File: config.mk
export PLATFORM = sky130hd
export DESIGN_NAME = trigger_pulse_gen
export DESIGN_NICKNAME = d
export VERILOG_FILES = /design/src/rtl/trigger_pkg.sv /design/src/rtl/trigger_downcount.sv /design/src/rtl/trigger_pulse_gen.sv
export SDC_FILE = /design/constraint.sdc
export NUM_CORES = 1
export LEC_CHECK = 0
export ABC_AREA = 1
export BUFFER_PORTS_ARGS = -buffer_cell sky130_fd_sc_hd__clkbuf_2
export CAP_MARGIN = 0
export CORE_MARGIN = 2
export CORE_UTILIZATION = 40
export CTS_CLUSTER_SIZE = 25
export DETAILED_ROUTE_END_ITERATION = 6
export GPL_TIMING_DRIVEN = 0
export MAX_ROUTING_LAYER = met4
export PLACE_DENSITY_LB_ADDON = 0.25
export SLEW_MARGIN = 20
export SYNTH_ARGS = -nofsm -noshare
export SYNTH_HDL_FRONTEND = slang
export SYNTH_SLANG_ARGS = --single-unit
File: constraint.sdc
create_clock -name clk -period 1.95 [get_ports clk]
set_input_delay 0.195 -clock clk [delete_from_list [all_inputs] [get_ports clk]]
set_output_delay 0.195 -clock clk [all_outputs]
set_load 0.005 [all_outputs]
File: src/rtl/trigger_pkg.sv
// Shared types and default widths for the trigger pulse generator.
package trigger_pkg;
  localparam int DEF_OFFSET_W = 32;
  localparam int DEF_WIDTH_W  = 16;
  localparam int DEF_COUNT_W  = 8;

  typedef enum logic [1:0] {IDLE, DELAY, HIGH, GAP} trig_state_e;
endpackage

File: src/rtl/trigger_downcount.sv
// Loadable down-counter; o_tc flags a current value of exactly 1.
module trigger_downcount #(
  parameter int W = 16
) (
  input  logic         clk,
  input  logic         reset,
  input  logic         i_load,
  input  logic         i_en,
  input  logic [W-1:0] i_val,
  output logic [W-1:0] o_val,
  output logic         o_tc
);
  logic [W-1:0] r_val;

  always_ff @(posedge clk) begin
    if (reset)       r_val <= '0;
    else if (i_load) r_val <= i_val;
    else if (i_en)   r_val <= r_val - 1'b1;
  end

  assign o_val = r_val;
  assign o_tc  = (r_val == W'(1));
endmodule

File: src/rtl/trigger_pulse_gen.sv
// Offset-delayed trigger pulse / pulse-train generator with registered outputs.
// TRIGGER_PULSE_GEN_REPEAT_EN enables multi-pulse trains (gap and count honoured).
module trigger_pulse_gen
  import trigger_pkg::*;
#(
  parameter int OFFSET_W = DEF_OFFSET_W,
  parameter int WIDTH_W  = DEF_WIDTH_W,
  parameter int COUNT_W  = DEF_COUNT_W
) (
  input  logic                clk,
  input  logic                reset,
  input  logic                start,
  input  logic                abort,
  input  logic [OFFSET_W-1:0] offset,
  input  logic [WIDTH_W-1:0]  width,
  input  logic [WIDTH_W-1:0]  gap,
  input  logic [COUNT_W-1:0]  count,
  output logic                exttrig_out,
  output logic                busy,
  output logic                done
);
  trig_state_e        r_state;
  logic               r_exttrig, r_busy, r_done;
  logic [WIDTH_W-1:0] r_width;

  logic               w_accept, w_last;
  logic [WIDTH_W-1:0] w_width_in;
  logic               w_dly_load, w_dly_en, w_dly_tc;
  logic [OFFSET_W-1:0] w_dly_val;
  logic               w_pw_load, w_pw_en, w_pw_tc;
  logic [WIDTH_W-1:0] w_pw_ld_val, w_pw_val;

  assign w_accept   = (r_state == IDLE) && start && !abort;
  assign w_width_in = (width == '0) ? WIDTH_W'(1) : width;

`ifdef TRIGGER_PULSE_GEN_REPEAT_EN
  logic [WIDTH_W-1:0] r_gap;
  logic [COUNT_W-1:0] w_cnt_val;
  logic               w_cnt_tc;

  // Remaining-pulse counter: loaded at accept, stepped at the end of each HIGH.
  trigger_downcount #(.W(COUNT_W)) u_cnt (
    .clk(clk), .reset(reset),
    .i_load(w_accept),
    .i_en((r_state == HIGH) && w_pw_tc),
    .i_val((count == '0) ? COUNT_W'(1) : count),
    .o_val(w_cnt_val), .o_tc(w_cnt_tc)
  );
  assign w_last = w_cnt_tc;
`else
  logic w_unused;
  assign w_unused = ^{gap, count};
  assign w_last   = 1'b1;
`endif

  always_comb begin
    w_dly_load  = w_accept && (offset != '0);
    w_dly_val   = offset;
    w_dly_en    = (r_state == DELAY);
    w_pw_load   = 1'b0;
    w_pw_ld_val = r_width;
    w_pw_en     = (r_state == HIGH) || (r_state == GAP);
    if (w_accept && (offset == '0)) begin
      w_pw_load   = 1'b1;
      w_pw_ld_val = w_width_in;
    end else if ((r_state == DELAY) && w_dly_tc) begin
      w_pw_load = 1'b1;
    end else if ((r_state == GAP) && w_pw_tc) begin
      w_pw_load = 1'b1;
`ifdef TRIGGER_PULSE_GEN_REPEAT_EN
    end else if ((r_state == HIGH) && w_pw_tc && !w_last) begin
      w_pw_load   = 1'b1;
      w_pw_ld_val = r_gap;
`endif
    end
  end

  trigger_downcount #(.W(OFFSET_W)) u_dly (
    .clk(clk), .reset(reset),
    .i_load(w_dly_load), .i_en(w_dly_en), .i_val(w_dly_val),
    .o_val(), .o_tc(w_dly_tc)
  );

  // Shared between pulse-high and inter-pulse gap timing.
  trigger_downcount #(.W(WIDTH_W)) u_pw (
    .clk(clk), .reset(reset),
    .i_load(w_pw_load), .i_en(w_pw_en), .i_val(w_pw_ld_val),
    .o_val(w_pw_val), .o_tc(w_pw_tc)
  );

  always_ff @(posedge clk) begin
    if (reset) begin
      r_state   <= IDLE;
      r_exttrig <= 1'b0;
      r_busy    <= 1'b0;
      r_done    <= 1'b0;
      r_width   <= '0;
`ifdef TRIGGER_PULSE_GEN_REPEAT_EN
      r_gap     <= '0;
`endif
    end else begin
      r_done <= 1'b0;
      if ((r_state != IDLE) && abort) begin
        r_state   <= IDLE;
        r_exttrig <= 1'b0;
        r_busy    <= 1'b0;
      end else begin
        case (r_state)
          IDLE: if (w_accept) begin
            r_width <= w_width_in;
`ifdef TRIGGER_PULSE_GEN_REPEAT_EN
            r_gap   <= (gap == '0) ? WIDTH_W'(1) : gap;
`endif
            r_busy  <= 1'b1;
            if (offset == '0) begin
              r_state   <= HIGH;
              r_exttrig <= 1'b1;
            end else begin
              r_state <= DELAY;
            end
          end
          DELAY: if (w_dly_tc) begin
            r_state   <= HIGH;
            r_exttrig <= 1'b1;
          end
          HIGH: if (w_pw_tc) begin
            r_exttrig <= 1'b0;
            if (w_last) begin
              r_state <= IDLE;
              r_busy  <= 1'b0;
              r_done  <= 1'b1;
            end else begin
              r_state <= GAP;
            end
          end
`ifdef TRIGGER_PULSE_GEN_REPEAT_EN
          GAP: if (w_pw_tc) begin
            r_state   <= HIGH;
            r_exttrig <= 1'b1;
          end
`endif
          default: r_state <= IDLE;
        endcase
      end
    end
  end

  assign exttrig_out = r_exttrig;
  assign busy        = r_busy;
  assign done        = r_done;
endmodule

=== Word-level counts from Yosys, hierarchy flattened ===
Cells that the tools add are included.
W data, S select, Z words.

* Register bits: 69
* Input port bits: 76
* Output and inout port bits: 3
* Logic and storage cells: 66

* $add $sub $neg: 2
* Equal/unequal tests: 9
* Muxes and demuxes: 22
* Bitwise gates (word level): 2
* Reduce and logical (&&, ||, !) cells: 24

{| class="wikitable"
|+ Operator list
! kind !! number
|-
| $mux W16 || 4
|-
| $mux W32 || 2
|-
| $eq A32 B1 Y1 const B || 1
|-
| $logic_not A32 Y1 || 1
|-
| $reduce_bool A32 Y1 || 1
|-
| $sub A32 B1 Y32 const B || 1
|-
| $eq A16 B1 Y1 const B || 1
|-
| $logic_not A16 Y1 || 1
|-
| $sub A16 B1 Y16 const B || 1
|-
| $mux W1 || 9
|-
| $reduce_and A3 Y1 || 3
|-
| $mux W2 || 4
|-
| $reduce_bool A2 Y1 || 4
|-
| $logic_and A1 B1 Y1 || 7
|-
| $ne A2 B2 Y1 const B || 3
|-
| $pmux W2 S3 || 1
|-
| $reduce_and A5 Y1 || 1
|-
| $eq A2 B2 Y1 const B || 2
|-
| $pmux W1 S3 || 1
|-
| $reduce_bool A3 Y1 || 1
|-
| $reduce_or A3 Y1 || 1
|-
| $eq A2 B1 Y1 const B || 1
|-
| $logic_not A2 Y1 || 1
|-
| $ne A2 B1 Y1 const B || 1
|-
| other kinds (5) || 6
|}

=== Logic depth before layout (Yosys ltp) ===
Gate-level depths: netlist of the first run.

* Depth in word-level cells: 6
* Mapped depth: 13
* Gate-level depth less buffers: 13

=== By module ===
A second synthesis of the first run with hierarchy kept.

* Cells, all modules: 721
* Area total of the unflattened synthesis: 4,710.8 um^2

{| class="wikitable"
|+ Modules (own cells, without submodules)
! module !! times used !! cells an instance !! area each (um^2) !! sequential area each (um^2)
|-
| trigger_downcount at u_dly || 1 || 354 || 2,314.7 || 640.6
|-
| trigger_pulse_gen || 1 || 195 || 1,243.7 || 420.4
|-
| trigger_downcount at u_pw || 1 || 172 || 1,152.4 || 320.3
|}

=== Worst setup path before layout of the first run ===
OpenSTA, ideal clock, no wires.

* Path type: register to register
* Start point: reg u_pw.r_val[0], in the netlist u_pw.o_val[0]
* End point: reg u_pw.r_val[12], in the netlist u_pw.o_val[12]
* Setup time: 0.119 ns
* Data arrival time: 1.416 ns
* Required time: 1.831 ns
* Slack: 0.415 ns
* Cell stages (with the launch flop): 11
* Path buffers: 0
* Period minus slack after synthesis: 1.535 ns
* Cell sequence: dfxtp_1 > inv_1 > ha_1 > nand3_1 > nor2_1 > nand2_1 > nor2_1 > nand3_1 > nand2_1 > nor3b_1 > nor2_1

* Longest elaborated chain between the ends: 6
* Elaborated cells on any way between the ends: 9
* Those cells by class: 1 x add/sub; 1 x eq/ne; 5 x mux; 2 x reduce/logical

{| class="wikitable"
|+ RTL lines
! item !! line !! source
|-
| start, declared || trigger_downcount.sv:13 || <nowiki>logic [W-1:0] r_val;</nowiki>
|-
| start signal, assigned || trigger_downcount.sv:17 || <nowiki>else if (i_load) r_val <= i_val;</nowiki>
|-
| start signal, assigned || trigger_downcount.sv:18 || <nowiki>else if (i_en) r_val <= r_val - 1'b1;</nowiki>
|-
| parallel branches: the longest is 6 deep, another holds $sub A16 B1 Y16 || n/a ||
|}

Several ways; the timed one is not identified. The select of a mux whose other input is x is not followed.
A chain may end at the register's enable or synchronous reset.

=== Worst setup path after layout of the first run ===
* Start point: reg r_state[1]
* End point: reg u_dly.r_val[1], in the netlist u_dly.o_val[1]

* Longest elaborated chain between the ends: 5
* Elaborated cells on any way between the ends: 7
* Those cells by class: 1 x eq/ne; 1 x mux; 5 x reduce/logical

{| class="wikitable"
|+ RTL lines
! item !! line !! source
|-
| start, declared || trigger_pulse_gen.sv:22 || <nowiki>trig_state_e r_state;</nowiki>
|-
| start signal, assigned || trigger_pulse_gen.sv:93 || <nowiki>r_state <= IDLE;</nowiki>
|-
| start signal, assigned || trigger_pulse_gen.sv:104 || <nowiki>r_state <= IDLE;</nowiki>
|-
| start signal, assigned || trigger_pulse_gen.sv:116 || <nowiki>r_state <= HIGH;</nowiki>
|-
| $logic_not A2 Y1 || trigger_pulse_gen.sv:33 || <nowiki>assign w_accept = (r_state == IDLE) && start && !abort;</nowiki>
|-
| $logic_and A1 B1 Y1 (2 in series) || trigger_pulse_gen.sv:33 ||
|-
| $logic_and A1 B1 Y1 || trigger_pulse_gen.sv:57 || <nowiki>w_dly_load = w_accept && (offset != '0);</nowiki>
|-
| $mux W32 or $reduce_bool A2 Y1 (tied branches) || n/a ||
|-
| end signal, assigned || trigger_downcount.sv:17 ||
|-
| end signal, assigned || trigger_downcount.sv:18 ||
|-
| end, declared || trigger_downcount.sv:13 ||
|}

Parallel ways exist; a longest one is shown, timed or not.

==> results of run 1 <==
==> where the power goes <==
group | switching (mW) | total, mW | internal (mW)
combinational | 1.08 | 1.64 | 0.566
sequential | 0.117 | 1.66 | 1.54
clock | 0.623 | 1.51 | 0.886
==> critical path: cells and delay by family (launching register included) <==
family / cells / cell delay [ns]
AO/OA/AOI/OAI: 1 / 0.17
AND/OR/NAND/NOR: 3 / 0.28
buffers and inverters: 3 / 0.92
flip-flops: 1 / 0.33
==> stage by stage <==
stage / utilization (%) / TNS (ns) / instances / area (µm²) / hold WS (ns)
final: 47.3 / 0 / 978 / 5410 / 0.124
after global routing: 47.3 / -0.0000882 / 978 / 5410 / 0.129
after CTS: 47.0 / 0 / 978 / 5370 / 0.120
after detailed placement: 44.8 / -0.0588 / 963 / 5110 / 0.444
after global placement: 44.8 / -0.0691 / 963 / 5110 / 0.440
after floorplan: - / 0 / 767 / 4670 / 0.338
==> state kept, by name, indices dropped and copies added, names as in the netlist <==
name and cells:
busy 1, done 1, exttrig_out 1, r_state 2
r_width 16, u_dly.o_val 32, u_pw.o_val 16
==> worst paths after layout <==
| kind | cells past startpoint | slack, ns | endpoint |
|---|---|---|---|
| max | 7 | 0.12 | u_dly.o_val[1] |
| min | 3 | 0.12 | r_width[7] |
| max reg2reg | 7 | 0.12 | u_dly.o_val[1] |
| min reg2reg | 2 | 0.45 | exttrig_out |
==> Yosys cell counts <==
cell type  count
o21ai_1       14
inv_2          7
buf_2          9
nor4_1         2
nor3b_1        2
a31oi_1       10
o31ai_1        3
xor2_1        11
nand3_4        1
buf_1          2
nand2_4        3
nand3_1       91
inv_1         80
nor2_2         9
nand3_2        3
ha_1           4
nor2_8         1
xnor2_1        7
nand2_1      180
nand2_2        5
a21oi_1       38
buf_6          1
o21a_1         1
or2_1          1
clkbuf_1      13
o211ai_1       2
buf_4          1
nand4_1       14
nor2_4         7
o21ai_0       39
nor3_1         7
o21ai_2        5
nor2_1       125
dfxtp_1       69
==> placed cells by master, fill, tap and decap left out, types with 4 or more instances in the layout <==
master and n:
inv_1 80, o21ai_0 39, clkbuf_1 15, nor3_1 7, clkbuf_2 54, nand2_1 180, nand2_2 5, ha_1 4
dfxtp_1 69, o21ai_1 14, xnor2_1 7, a31oi_1 10, nor2_1 121, nand3_1 90, xor2_1 11, inv_2 7
buf_2 9, o21ai_2 5, clkbuf_16 9, nor2_4 9, nor2_2 11, a21oi_1 38, nand4_1 14
==> final cells by class <==
| class | instances | area [µm²] |
|---|---|---|
| Buffer | 26 | 121 |
| Clock buffer | 13 | 250 |
| Clock inverter | 2 | 10.0 |
| Fill cell | 1249 | 6010 |
| Inverter | 87 | 327 |
| Multi-Input combinational cell | 585 | 2870 |
| Sequential cell | 69 | 1380 |
| Tap cell | 143 | 179 |
| Timing Repair Buffer | 53 | 265 |
==> cells by family after synthesis <==
family          after synthesis  synth area share, %
simple gates                451                 43.4
buf+inv                     113                 9.57
compound gates              112                 13.0
flops                        69                 29.6
xor+xnor                     18                 3.38
fa+ha+maj                     4                 1.07
==> per-layer routing <==
layer	track usage, %	wire length [µm]	share of wire, %	up-vias
met5	-	0	0	-
met2	35.4	6180	43	159
li1	-	-	-	2610
met3	4.37	941	6.5	27
met4	7.80	273	1.9	0
met1	34.8	7080	49	2245
==> what timing repair did <==
action,CTS,global route
hold endpoints to repair,0,0
gates resized for setup,0,10
setup endpoints to repair,0,14
==> results.md, run 1 <==
* Peak supply drop at 0.399 mV
* Power Total at slightly below 5 mW
* Htree depth at 3
* Post-CTS Setup Bufs at 0
* DPL Wire Length at 10.8 mm
* Worst path slowest cell: buf_1
* Hold Fails Final Rpt at 0
* Skew-Pair Late Insertion Delay at approximately 0.34 ns
* Number of global-route vias before repair at 4672
* Hold_buf cts at 0
* Most frequent cell on the critical path: nor2_1
* Gr ovfl total at 0
* Max-slew violations at 0
* Synth area leader: dfxtp_1
* Worst hold path type: in -> reg
* Initial antenna violation count at 0
* Fin crit share at ~94%
* Synth top area cells: dfxtp_1 (30%), nand2_1 (14%), nor2_1 (10%)
* Yosys warning total at 0
* CTS tree: done
* Crit path from: r_state[1]
* Largest net degree at the start of global routing at 11
* Diode count at 0
* Sequential fraction of the synthesis area at 29.6%
* Avg Cell Area, Syn at ~6 µm²
* Crit path max fanout at 10
* DR vias at between 5000 and 6000
* Crit end category: register
* Clk_skew at 0.0107 ns
* Status: completed
* Total CTS buffers at 9
* Pre-CTS setup slack at -0.0261 ns
* Initial DRC count at 398
* Area of the mapped netlist at ~4700 µm²
* Power Dens Cells at 890 nW/µm²
* Drt first pass iters at 4
* Kind of critical path: reg -> reg
* Leakage at between 2 and 3 nW
* Core area at ~11000 µm²
* Mapped Nets at 847
* Max Root-Sink Buffers at 2
* Crit path DAT at 2.04 ns
* GPL Wtd Cong at around 0.94
* Clock root buffer: clkbuf_16
* DR DRC count at 0
* Port Buffers at between 50 and 60
* Final setup viols at 0
* Worst-path clk slew at 0.06 ns
* Gate Count Post-Synth at around 770
* Vert. Die Dim at 112 µm
* Boundary pin count at between 70 and 80
* Die width at 112 µm
* Post-route setup slack at ~0.12 ns
* Area delta synth->final at 15.8%
* Hold path startpoint: width[7]
* Final min period at between 1.5 and 2 ns
* Wirelength, routed at between 10 and 15 mm
* Yosys top cell area share at ~30%
* Relative slew slack at between 50% and 60%
* FF-to-FF Start: r_state[1]
* Crit path launch type: register
* Global-route wire length before repair at between 20 and 25 mm
* Die area at around 13000 µm²
* Critical Path RT at roughly 2.2 ns
* Row count at 39
* Nets at a little over 900
* Synthesis-stage register bit count at 69
* CTS sink cnt at 69
* Critical Path, Cell by Cell: buf_2 > nor2_4 > inv_2 > buf_1 > o21ai_0 > nor2_1 > nor2_1
* Starting Density at ~41%
* Antenna-violating nets left at 0
* Worst path max stage delay at about 0.48 ns
* WL/cell at about 15 µm
* Synth unique cells at 34
* DR vias/cell at between 5 and 6
* Proportion of layout cells with a drive suffix above 1 at between 10% and 20%
* Worst-margin pin slew at between 0.6 and 0.7 ns
* Max-cap violations at 0
* Max Clk Rate at around 550 MHz
* GRT Util Overall at approximately 24%
Note: power is estimated with default switching activity, not from simulation.
==> run 2: changes to the inputs <==
--- a/config.mk
+++ b/config.mk
@@ -6,15 +6,16 @@
 export NUM_CORES = 1
 export LEC_CHECK = 0
 export ABC_AREA = 1
-export BUFFER_PORTS_ARGS = -buffer_cell sky130_fd_sc_hd__clkbuf_2
+export BUFFER_PORTS_ARGS = -buffer_cell sky130_fd_sc_hd__buf_2
 export CAP_MARGIN = 0
+export CORE_ASPECT_RATIO = 0.8
 export CORE_MARGIN = 2
 export CORE_UTILIZATION = 40
 export CTS_CLUSTER_SIZE = 25
 export DETAILED_ROUTE_END_ITERATION = 6
 export GPL_TIMING_DRIVEN = 0
 export MAX_ROUTING_LAYER = met4
-export PLACE_DENSITY_LB_ADDON = 0.25
+export PLACE_DENSITY = 0.7
 export SLEW_MARGIN = 20
 export SYNTH_ARGS = -nofsm -noshare
 export SYNTH_HDL_FRONTEND = slang
==> run 2 against run 1 <==
Effect of this change:
- first-iteration DRC count is 3.0% lower
- highest routed layer unchanged
- wire length about the same
- clock power rose by 36%
- design area is 2.7% higher
- critical path type unchanged
- die area hardly changed
==> results.md, run 2 (synthesis results as in run 1) <==
* Power Total at 5.39 mW (+12%)
* Hold Fails Final Rpt at 0 (unchanged)
* Starting Density at 40.8% (about the same)
* Fin crit share at 97.1% (+3.0 points)
* Most frequent cells in the layout: nand2_1 (178), nor2_1 (122), nand3_1 (90)
* Kind of critical path: reg -> reg
* Vert. Die Dim at 101 µm (-10%)
* Clk_skew at 0.00727 ns (-0.00340 ns)
* Crit end category: register
* Max reg flops at 32 (unchanged)
* Worst-path clk slew at 0.06 ns (about the same)
* DR vias/cell at 5.20 (+0.96%)
* Row count at 35 (-10%)
* Hold path startpoint: width[12]
* DPL Wire Length at 10.7 mm (-0.32%)
* Power Dens Cells at 971 nW/µm² (+9.2%)
* Core area at 11400 µm² (about the same)
* Final core utilization at 48.6% (+1.2 points)
* Number of global-route vias before repair at 4527 (-3.1%)
* Tightest hold margin at 0.139 ns (+0.0145 ns)
* Largest net degree at the start of global routing at 13 (+2)
* Boundary pin count at 79 (unchanged)
* Crit path from: u_dly.o_val[0]
* Total CTS buffers at 9 (unchanged)
* Port Buffers at 53 (unchanged)
* Crit path max fanout at 4 (-6)
* Worst path max stage delay at 0.36 ns (-0.12 ns)
* Die width at 125 µm (+11%)
* Setup TNS at 0 ns (unchanged)
* WL/cell at 14.7 µm (-0.97%)
* Worst path slowest cell: nor3b_1
* Initial antenna violation count at 0 (unchanged)
* Final setup viols at 0 (unchanged)
* Global-route wire length before repair at 23.2 mm (-3.4%)
* Met2 global-route usage at 33.6% (-1.8 points)
* CTS tree: done
* Skew-Pair Late Insertion Delay at 0.34 ns (about the same)
* Wirelength, routed at 14.5 mm (about the same)
* Met1 GRT Util at 35.1% (+0.24 points)
* Peak supply drop at 0.492 mV (+23%)
* Layer with the highest usage: met1
* Clock root buffer: clkbuf_16
* Crit path launch type: register
* Max-cap violations at 0 (unchanged)
* Met3 usage at 4.67% (+0.30 points)
* GRT Util Overall at 23.9% (-0.60 points)
* Critical Path RT at 2.18 ns (+0.02 ns)
* DR vias at 5136 (+1.9%)
* DR DRC count at 0 (unchanged)
* Relative slew slack at 53.1% (-1.7 points)
* Critical Path, Cell by Cell: inv_1 > ha_2 > nand3_2 > nor2_4 > nand2_1 > nor3b_1 > o21ai_1 > a21oi_1 > nor2_1
* Initial DRC count at 386 (-3.0%)
* CTS sink cnt at 69 (unchanged)
* Gr ovfl total at 0 (unchanged)
* Crit-path leading delay family: simple AND/OR/NAND/NOR gates
* Max-slew violations at 0 (unchanged)
* Htree depth at 3 (unchanged)
* Worst hold path type: in -> reg
* Most common cell after layout, fill and taps aside: nand2_1
* Antenna-violating nets left at 0 (unchanged)
* Crit path DAT at 2.12 ns (+0.08 ns)
* Proportion of layout cells with a drive suffix above 1 at 15.6% (+0.88 points)
* GPL Wtd Cong at 0.956 (+1.4%)
* Status: completed
* Max Root-Sink Buffers at 2 (unchanged)
* Drt first pass iters at 6 (+2)
* Max Clk Rate at 528 MHz (-3.1%)
* Leakage at 2.68 nW (+2.2%)
* Worst-margin pin slew at 0.704 ns (+0.0251 ns)
* Nets at 914 (+0.33%)
* Die area at 12600 µm² (about the same)
* FF-to-FF Start: u_dly.o_val[0]
* Bufs and invs on worst path at 1 (-2)
* Diode count at 0 (unchanged)
* Final min period at 1.89 ns (+0.0592 ns)
* Area delta synth->final at 18.9%
==> run 2: cell count changes in the layout (fill, tap and decap cells not counted), moves of 2 or more <==
cell,change
clkbuf_2,-54
buf_2,+53
bufinv_16,+4
buf_4,+3
clkbuf_1,-2
nand2_1,-2
nand2_2,+2
==> run 2: power breakdown <==
part           total [mW]  internal (mW)  switching (mW)
clock                2.06           1.41           0.651
sequential           1.66           1.54           0.118
combinational        1.67          0.567            1.10
total                5.39           3.52            1.87
==> run 2: timing repair <==
action | in CTS | in global routing
gates resized for setup | 0 | 11
buffers inserted | 0 | 3
endpoints found under the setup margin | 0 | 19
hold buffers | 0 | 0
==> run 2: stage by stage <==
| step | cell area [µm²] | worst slack, ns | std cells |
|---|---|---|---|
| CTS | 5490 | 0.00134 | 984 |
| global placement | 5120 | 0.0167 | 968 |
| floorplan | 4670 | 0.415 | 767 |
| detailed placement | 5120 | -0.0253 | 968 |
| finish | 5550 | 0.0567 | 987 |
| global route | 5550 | -0.00799 | 987 |
==> run 2: final timing paths <==
kind                                        end  slack [ns]  depth (start not counted)
worst max-delay path            u_dly.o_val[20]        0.06                          9
worst min register to register      exttrig_out        0.45                          2
worst max register to register  u_dly.o_val[20]        0.06                          9
worst min-delay path                r_width[12]        0.14                          3
==> run 2: per-layer routing <==
metal | part of all wire [%] | vias up | wire length (µm)
met5 | 0 | - | 0
met4 | 1.1 | 0 | 163
met3 | 8.3 | 15 | 1200
met2 | 40 | 200 | 5760
met1 | 51 | 2309 | 7340
li1 | - | 2612 | -
==> run 2: worst min-delay path, cell delays in order <==
cell	delay, ns
buf_2	0.07
inv_1	0.05
a21oi_1	0.11
==> run 2: area by class of cell <==
cell class	instances	area [µm²]
repair buffers	56	288
plain buffers	26	120
fillers	1164	5880
flip-flops and latches	69	1380
multi-input cells	585	2880
clock buffers	10	239
clock inverters	6	134
well taps	148	185
inverters	87	327
==> run 3: changes to the inputs <==
==> constraint.sdc (replaced) <==
create_clock -name clk -period 2.3 [get_ports clk]
set_input_delay 0.23 -clock clk [delete_from_list [all_inputs] [get_ports clk]]
set_output_delay 0.23 -clock clk [all_outputs]
set_load 0.005 [all_outputs]
==> run 3 against run 2 <==
Effect of this change:
- die area unchanged
- global-route usage unchanged
- clock-buffer cell count unchanged
- via count down 0.37%
- setup slack better by 0.29 ns
==> results.md, run 3 (synthesis results as in run 1) <==
* Initial antenna violation count at 0 (unchanged)
* Area delta synth->final at 17.6%
* Max-cap violations at 0 (unchanged)
* Wirelength, routed at 14.4 mm (-0.58%)
* Critical Path, Cell by Cell: nor2_1 > nand2_1 > nor2_2 > nand2_1 > nor2_1 > nand2_1 > nand3_2 > inv_2 > nand2_1 > nand2_1 > a21oi_1
* DR vias at 5117 (-0.37%)
* Crit path DAT at 2.22 ns (+0.10 ns)
* Crit path to: u_pw.o_val[4]
* # placed instances at 968 (unchanged)
* Max Clk Rate at 512 MHz (-3.2%)
* Proportion of layout cells with a drive suffix above 1 at 14.5% (-1.1 points)
* Final min period at 1.96 ns (+0.0618 ns)
* Largest net degree at the start of global routing at 13 (unchanged)
* Number of global-route vias before repair at 4527 (unchanged)
* Max Root-Sink Buffers at 2 (unchanged)
* DR vias/cell at 5.20 (about the same)
* DR DRC count at 0 (unchanged)
* Crit path max fanout at 10 (+6)
* Hold_buf cts at 0 (unchanged)
* Worst path slowest cell: dfxtp_1
* Relative slew slack at 54.7% (+1.7 points)
* Max-slew violations at 0 (unchanged)
* Instance count on the critical path at 11 (+2)
* Hold Crit Depth at 3 (unchanged)
* Die area at 12600 µm² (unchanged)
* Diode count at 0 (unchanged)
* Crit-path leading delay family: simple AND/OR/NAND/NOR gates
* FF-to-FF Start: u_dly.o_val[14]
* Boundary pin count at 79 (unchanged)
* Kind of critical path: reg -> reg
* Vert. Die Dim at 101 µm (unchanged)
* Initial DRC count at 381 (-1.3%)
* Skew-Pair Late Insertion Delay at 0.34 ns (about the same)
* Most frequent cells in the layout: nand2_1 (180), nor2_1 (125), nand3_1 (91)
* Core area at 11400 µm² (unchanged)
* Post-CTS Setup Bufs at 0 (unchanged)
* Clk_skew at 0.00884 ns (+0.00157 ns)
* Worst path max stage delay at 0.34 ns (-0.02 ns)
* GRT Util Overall at 23.9% (unchanged)
* Cells on worst reg2reg path at 11 (+2)
* Crit path launch type: register
* Die width at 125 µm (unchanged)
* Leakage at 2.65 nW (-1.0%)
* Power Dens Cells at 829 nW/µm² (-15%)
* Drt first pass iters at 5 (-1)
* Gr ovfl total at 0 (unchanged)
* Worst-margin pin slew at 0.679 ns (-0.0249 ns)
* RSZ-0062 raised after global routing: false
* Crit path from: u_dly.o_val[14]
* Worst-path clk slew at 0.06 ns (about the same)
* Setup TNS at 0 ns (unchanged)
* Global-route wire length before repair at 23.2 mm (unchanged)
* Final setup viols at 0 (unchanged)
* Clock root buffer: clkbuf_16
* Bufs and invs on worst path at 1 (unchanged)
* Fin crit share at 85.0% (-12 points)
* Row count at 35 (unchanged)
* Critical Path RT at 2.56 ns (+0.38 ns)
* Most common cell after layout, fill and taps aside: nand2_1
* Peak supply drop at 0.419 mV (-15%)
* Reg2Reg Setup Slack at 0.34 ns (+0.29 ns)
* Resized cells post-CTS at 0 (unchanged)
* CTS sink cnt at 69 (unchanged)
* Power Total at 4.55 mW (-16%)
* WL/cell at 14.6 µm (-0.28%)
* Hold Fails Final Rpt at 0 (unchanged)
* Nets at 911 (-0.33%)
* Most frequent cell on the critical path: nand2_1
* Worst hold path type: in -> reg
* Htree depth at 3 (unchanged)
* Port Buffers at 53 (unchanged)
* DPL Wire Length at 10.7 mm (unchanged)
* Status: completed
* GPL Wtd Cong at 0.956 (unchanged)
* Starting Density at 40.8% (unchanged)
* Fill cell total of the finished layout at 1170 (+0.52%)
* Antenna-violating nets left at 0 (unchanged)
* Total CTS buffers at 9 (unchanged)
* Crit end category: register
* Max reg flops at 32 (unchanged)
* R2r endpoint: u_pw.o_val[4]
* CTS tree: done
* Post-Layout Cell Count at 984 (-0.30%)
-- run 3: final cells by class --
| cell class | instances | area (µm²) | area share (%) |
|---|---|---|---|
| Inverter | 87 | 327 | 5.95 |
| Timing Repair Buffer | 53 | 265 | 4.83 |
| Buffer | 26 | 120 | 2.19 |
| Multi-Input combinational cell | 585 | 2840 | 51.7 |
| Clock inverter | 6 | 134 | 2.44 |
| Clock buffer | 10 | 239 | 4.35 |
| Sequential cell | 69 | 1380 | 25.2 |
| Tap cell | 148 | 185 | 3.37 |
-- run 3: how the worst min path moves through the flow --
stage                           start               to  slack (ns)
after floorplan              width[1]       r_width[1]        0.37
after global placement    exttrig_out      exttrig_out        0.44
after detailed placement  exttrig_out      exttrig_out        0.45
after CTS                  offset[18]  u_dly.o_val[18]        0.16
after global routing         width[3]       r_width[3]        0.17
final                       width[12]      r_width[12]        0.17
-- run 3: worst reg2reg max path: stages (launching register included) --
cell and delay, ns:
dfxtp_1 0.34, nor2_1 0.24, nand2_1 0.17, nor2_2 0.17, nand2_1 0.07, nor2_1 0.15, nand2_1 0.11, nand3_2 0.21
inv_2 0.13, nand2_1 0.10, nand2_1 0.07, a21oi_1 0.12
-- run 3: power breakdown --
part,total [mW],leakage [nW],switching [mW],internal [mW]
clock network,1.75,0.183,0.556,1.20
registers,1.40,0.564,0.0970,1.31
logic,1.39,1.90,0.919,0.472
total,4.55,2.65,1.57,2.98
-- run 3: stage by stage --
| stage | setup slack (ns) | hold slack, ns | instance area (µm²) | utilization [%] |
|---|---|---|---|---|
| global route | 0.0865 | 0.172 | 5490 | 48.0 |
| CTS | 0.351 | 0.164 | 5490 | 48.0 |
| global placement | 0.332 | 0.436 | 5120 | 44.8 |
| detailed placement | 0.290 | 0.448 | 5120 | 44.8 |
| finish | 0.345 | 0.170 | 5490 | 48.0 |
| floorplan | 0.765 | 0.373 | 4670 | - |
-- run 3: layer usage --
metal / vias up / global-route usage, % / routed length, µm
met4: 0 / 5.62 / 152
met2: 182 / 33.6 / 5770
met3: 14 / 4.67 / 1060
met1: 2312 / 35.1 / 7400
li1: 2609 / - / -
met5: - / - / 0
